==> src/rtl/seg7_scan_ctrl.sv <==
// rtl/seg7_scan_ctrl.sv - 4-digit common-anode 7-segment scan controller
// Shadow/active digit banks with frame-aligned commit and per-slot blanking.
module seg7_scan_ctrl #(
  parameter int SLOT_CYCLES  = 12500,
  parameter int BLANK_CYCLES = 500
) (
  input  logic       clk,
  input  logic       rst_n,
  input  logic       ena,
  input  logic       wr_en,
  input  logic [1:0] wr_addr,
  input  logic [7:0] wr_data,
  input  logic       commit,
  input  logic [3:0] digit_en,
  output logic [6:0] seg,
  output logic       dp,
  output logic [3:0] an,
  output logic       frame_tick,
  output logic       commit_pend
);

  localparam int CW = (SLOT_CYCLES > 1) ? $clog2(SLOT_CYCLES) : 1;

  typedef enum logic {BLANK, ON} state_t;

  state_t        state;
  logic [CW-1:0] cnt;
  logic [1:0]    idx;
  logic [7:0]    shadow [4];
  logic [7:0]    active [4];

  logic slot_end;
  logic boundary;

  assign slot_end = (cnt == CW'(SLOT_CYCLES - 1));
  assign boundary = ena && slot_end && (idx == 2'd3);

  always_ff @(posedge clk or negedge rst_n) begin
    if (!rst_n) begin
      state       <= BLANK;
      cnt         <= '0;
      idx         <= 2'd0;
      an          <= 4'hF;
      seg         <= 7'h7F;
      dp          <= 1'b1;
      frame_tick  <= 1'b0;
      commit_pend <= 1'b0;
      for (int i = 0; i < 4; i++) begin
        shadow[i] <= 8'h00;
        active[i] <= 8'h00;
      end
    end else begin
      if (wr_en)
        shadow[wr_addr] <= wr_data;

      // A commit landing in the boundary cycle itself survives as the next pending request.
      if (boundary && commit_pend) begin
        for (int i = 0; i < 4; i++)
          active[i] <= shadow[i];
        commit_pend <= commit;
      end else begin
        commit_pend <= commit_pend | commit;
      end

      if (!ena) begin
        state      <= BLANK;
        cnt        <= '0;
        idx        <= 2'd0;
        an         <= 4'hF;
        seg        <= 7'h7F;
        dp         <= 1'b1;
        frame_tick <= 1'b0;
      end else begin
        frame_tick <= boundary;

        if (state == ON && digit_en[idx]) begin
          an        <= ~(4'b0001 << idx);
          {dp, seg} <= ~active[idx];
        end else begin
          an  <= 4'hF;
          seg <= 7'h7F;
          dp  <= 1'b1;
        end

        if (slot_end) begin
          cnt   <= '0;
          state <= BLANK;
          idx   <= idx + 2'd1;
        end else begin
          cnt <= cnt + CW'(1);
          if (state == BLANK && cnt == CW'(BLANK_CYCLES - 1))
            state <= ON;
        end
      end
    end
  end

endmodule

==> config.mk <==
export PLATFORM = sky130hd
export DESIGN_NAME = seg7_scan_ctrl
export DESIGN_NICKNAME = d
export VERILOG_FILES = /design/src/rtl/seg7_scan_ctrl.sv
export SDC_FILE = /design/constraint.sdc
export NUM_CORES = 1
export LEC_CHECK = 0
export CORE_MARGIN = 4
export CORE_UTILIZATION = 55
export CTS_CLUSTER_SIZE = 16
export DETAILED_ROUTE_END_ITERATION = 8
export PLACE_DENSITY = 0.79
export SLEW_MARGIN = 40
export SYNTH_ARGS = -nofsm -noshare
export SYNTH_HDL_FRONTEND = slang
export SYNTH_SLANG_ARGS = --single-unit
==> constraint.sdc <==
create_clock -name clk -period 4.6 [get_ports clk]
set_input_delay 1.15 -clock clk [delete_from_list [all_inputs] [get_ports clk]]
set_output_delay 1.15 -clock clk [all_outputs]
set_load 0.02 [all_outputs]
==> flow_metrics.tcl <==
set metrics [dict create \
    critical_path_s_largest_stage_delay_ns 0.63 \
    power.density_cell_area_nw_per_um2 335.1 \
    arrival_ns 2.98 \
    globalRouteOverflowTotal 0 \
    final_hold_vio_count 0 \
    setup_viol_count_final 0 \
    synth-edff-count 0 \
    final-max-slew-violation-count 0 \
    syn2layout_area_growth_pct 14.22 \
    clkSinkCount 95 \
    ys.flop_type "sky130_fd_sc_hd__dfrtp_1" \
    start_kind "input port" \
    final.setup.worst_slack_ns 1.858 \
    initial_core_util_pct 56.67 \
    switching_share_pct 22.52 \
    tightestPinTransition_ns 0.8124 \
    global_route.usage.total_pct 17.31 \
    outcome "complete, no violations" \
    post-cts-setup-buffers 0 \
    num-nets-final 331 \
    synth_nets 293 \
    placement.io_buffers 32 \
    clock_tree_skew_after_final_layout_ns 0.01159 \
    yosys_warn_count 0 \
    crit_chain "clkdlybuf4s50_1 > nand3_1 > nor2_8 > mux2_2" \
    synthMuxAreaShare_pct 25.14 \
    drive_gt1_share_pct 35.26 \
    detail_route.iter0.violations 104 \
    syn-mean-instance-area_um2 15.28 \
    timing.hold.worst.class "reg2reg" \
    global_route_wire_length_before_repair_mm 11.52 \
    first_global_vias 2272 \
    synth_top_area_share_pct 50.53 \
    preCtsSetupSlack_ns 1.492 \
    antennaDiodeCount 0 \
    filler_cell_count 537 \
    seq_power_share_pct 58.5 \
    yosys.area.top_type "sky130_fd_sc_hd__dfrtp_1" \
    lkg_pwr_nw 2.025 \
    synth_top_family_by_area "multiplexers" \
    dr.pass1.iters 4 \
    postSynth.asyncResetShare_pct 100.0 \
    route.detailed.wl_per_inst_um 16.73 \
    drc_markers 0 \
    clockRootBuffer "sky130_fd_sc_hd__clkbuf_8" \
    synth_adder_area_share_pct 1.522 \
    synth-seq-cells 95 \
    finalCriticalPeriod_ns 2.742 \
    cts_resized 0 \
    clockPowerShare_pct 34.7 \
    die_w_um 94.45 \
    required_ns 4.84 \
    cts_made_buffers 9 \
    totalNegativeSetupSlack_ns 0 \
    die_span_y_um 94.45 \
    ys_seq_area_share_pct 58.20 \
    cts_tree "yes" \
    fin_crit_sh_pct 59.62 \
    maxCapViolCount 0 \
    grt_max_degree 72 \
    power_switching_w 0.0003543 \
    synth_instances 269 \
    synth_simple_gate_area_share_pct 9.467 \
    antenna_found_initial 0 \
    design.portCount 33 \
    synth-compound-area-share_pct 0.9437 \
    critPathMaxFanout 32 \
    avgViaCountPerCell 5.331 \
    max_slew_margin_pct 45.60 \
    ys_top_cells_by_area "sky130_fd_sc_hd__dfrtp_1 51%, sky130_fd_sc_hd__mux2_4 11%, sky130_fd_sc_hd__mux2_2 9.3%, sky130_fd_sc_hd__dfstp_2 7.7%, sky130_fd_sc_hd__mux4_2 4.4%" \
    floorplan.rows 31 \
    synth_cell_type_count 37 \
    clkTransAtPathRegs_ns 0.09 \
    dpl.hpwl_mm 4.521 \
    unrepaired_setup_endpoints_after_global_routing "false" \
    clk_latency_ns 0.36 \
    timing.critical_path.to_type "flop" \
    routability_cong 0.7782 \
    max-vdd-ir-drop_mv 0.1676 \
    synth-xor-area-share_pct 2.557 \
    crit_path_top_delay_cell "sky130_fd_sc_hd__nor2_8" \
    power_report.internal_total_w 0.001219 \
    comb_power_share_pct 6.8 \
    clk_path_buf_depth 2 \
    finalWirelength_mm 6.877 \
    detail-route-antenna-nets 0 \
    core_um2 7253 \
    timing.setup.critical_path_class "in2reg" \
    via_count 2191 \
    htreeDepth 3 \
    cts_hold_buf 0 \
    syn-cell-area_um2 4110 \
    floorplan.die_area_um2 8920 \
    fmax_mhz 364.6 \
]
[layout by cell type, fill, tap and decap left out, types with 5 or more instances in the layout]
cell type	n
sky130_fd_sc_hd__mux2_2	34
sky130_fd_sc_hd__nor2_1	17
sky130_fd_sc_hd__nand2_1	18
sky130_fd_sc_hd__dfstp_2	12
sky130_fd_sc_hd__nand3_1	6
sky130_fd_sc_hd__ha_1	5
sky130_fd_sc_hd__clkdlybuf4s50_1	31
sky130_fd_sc_hd__xnor2_1	11
sky130_fd_sc_hd__clkbuf_8	10
sky130_fd_sc_hd__mux4_2	8
sky130_fd_sc_hd__mux2_4	30
sky130_fd_sc_hd__dfrtp_1	82
[per-stage QoR]
| step | cell area [um^2] | hold WS, ns | total power [W] | util [%] | cells |
|---|---|---|---|---|---|
| after global routing | 4695 | 0.5170 | 0.001645 | 64.72 | 411 |
| after floorplan | 4110 | 0.4547 | 0.0009888 | - | 269 |
| after global placement | 4489 | 0.4787 | 0.001036 | 61.89 | 395 |
| final | 4695 | 0.5010 | 0.001573 | 64.72 | 411 |
| after CTS | 4693 | 0.5026 | 0.001590 | 64.71 | 411 |
| after detailed placement | 4493 | 0.4864 | 0.001047 | 61.95 | 395 |
[registers in the layout, indices dropped and copies added, names as in the netlist]
register,flops
active,32
shadow,32
cnt,14
seg,7
an,4
idx,2
commit_pend,1
dp,1
frame_tick,1
state,1
[area by class of cell]
type / count / area [um^2] / area share (%)
Clock buffer: 11 / 141.4 / 3.012
Clock inverter: 5 / 58.81 / 1.253
Inverter: 3 / 11.26 / 0.2399
Multi-Input combinational cell: 164 / 1629 / 34.70
Sequential cell: 95 / 2394 / 50.99
Tap cell: 99 / 123.9 / 2.639
Timing Repair Buffer: 34 / 336.6 / 7.170
[synth_stat cells (2+ instances only)]
cell	count
sky130_fd_sc_hd__ha_1	5
sky130_fd_sc_hd__mux2_2	34
sky130_fd_sc_hd__nor3_1	2
sky130_fd_sc_hd__buf_12	3
sky130_fd_sc_hd__nor4_1	2
sky130_fd_sc_hd__mux4_2	8
sky130_fd_sc_hd__nand3_1	6
sky130_fd_sc_hd__nand3b_1	2
sky130_fd_sc_hd__dfrtp_1	83
sky130_fd_sc_hd__xnor2_1	11
sky130_fd_sc_hd__and2_1	2
sky130_fd_sc_hd__nand2_1	18
sky130_fd_sc_hd__and3_2	2
sky130_fd_sc_hd__mux2i_1	2
sky130_fd_sc_hd__mux2_4	30
sky130_fd_sc_hd__nor2_1	17
sky130_fd_sc_hd__dfstp_2	12
sky130_fd_sc_hd__nor2b_1	2
sky130_fd_sc_hd__and3_1	4
sky130_fd_sc_hd__a211oi_1	2
sky130_fd_sc_hd__nand4_1	2
sky130_fd_sc_hd__inv_1	3
sky130_fd_sc_hd__clkbuf_1	2
sky130_fd_sc_hd__buf_2	2
[per-layer routing]
metal  share of wire, %  wire (um)  up-vias  track usage (%)
met5                  0          0        -                0
met2                 46       3148       40            25.83
met4                1.6        110        0            6.980
met1                 48       3319     1118            24.66
li1                   -          -     1025                -
met3                4.3        299        8            4.064
[logic make-up after synthesis]
kind of cell	after synthesis
DFF	95
muxes	74
and+or+nand+nor	67
xor gates and xnor gates	12
buffers and inverters	10
AOI/OAI and AO/OA	6
adders and majority gates	5
[final timing paths]
check                            start    endpoint  slack (ns)  cells after the start
min in group asynchronous        rst_n     cnt[12]        0.76                      1
worst min register to register  cnt[0]      cnt[0]        0.50                      1
worst max register to register  idx[1]  active[15]        2.19                      4
worst max-delay path               ena  active[15]        1.86                      4
max in group asynchronous        rst_n      seg[3]        3.00                      2
worst min-delay path            cnt[0]      cnt[0]        0.50                      1
[power groups by stage]
stage	sequential [W]	clock, W	combinational (W)
6_report	0.000921	0.000546	0.000106
5_1_grt	0.000927	0.000599	0.000119
4_1_cts	0.000921	0.000560	0.000110
3_3_place_gp	0.000933	0	0.000103
2_1_floorplan	0.000927	0	0.0000623
3_5_place_dp	0.000938	0	0.000109
[critical path, delay by kind of cell]
family,cells,cell delay [ns]
buffers and inverters,1,0.57
and+or+nand+nor,2,0.84
muxes,1,0.41
No activity file was read; power rests on OpenSTA's default activity.
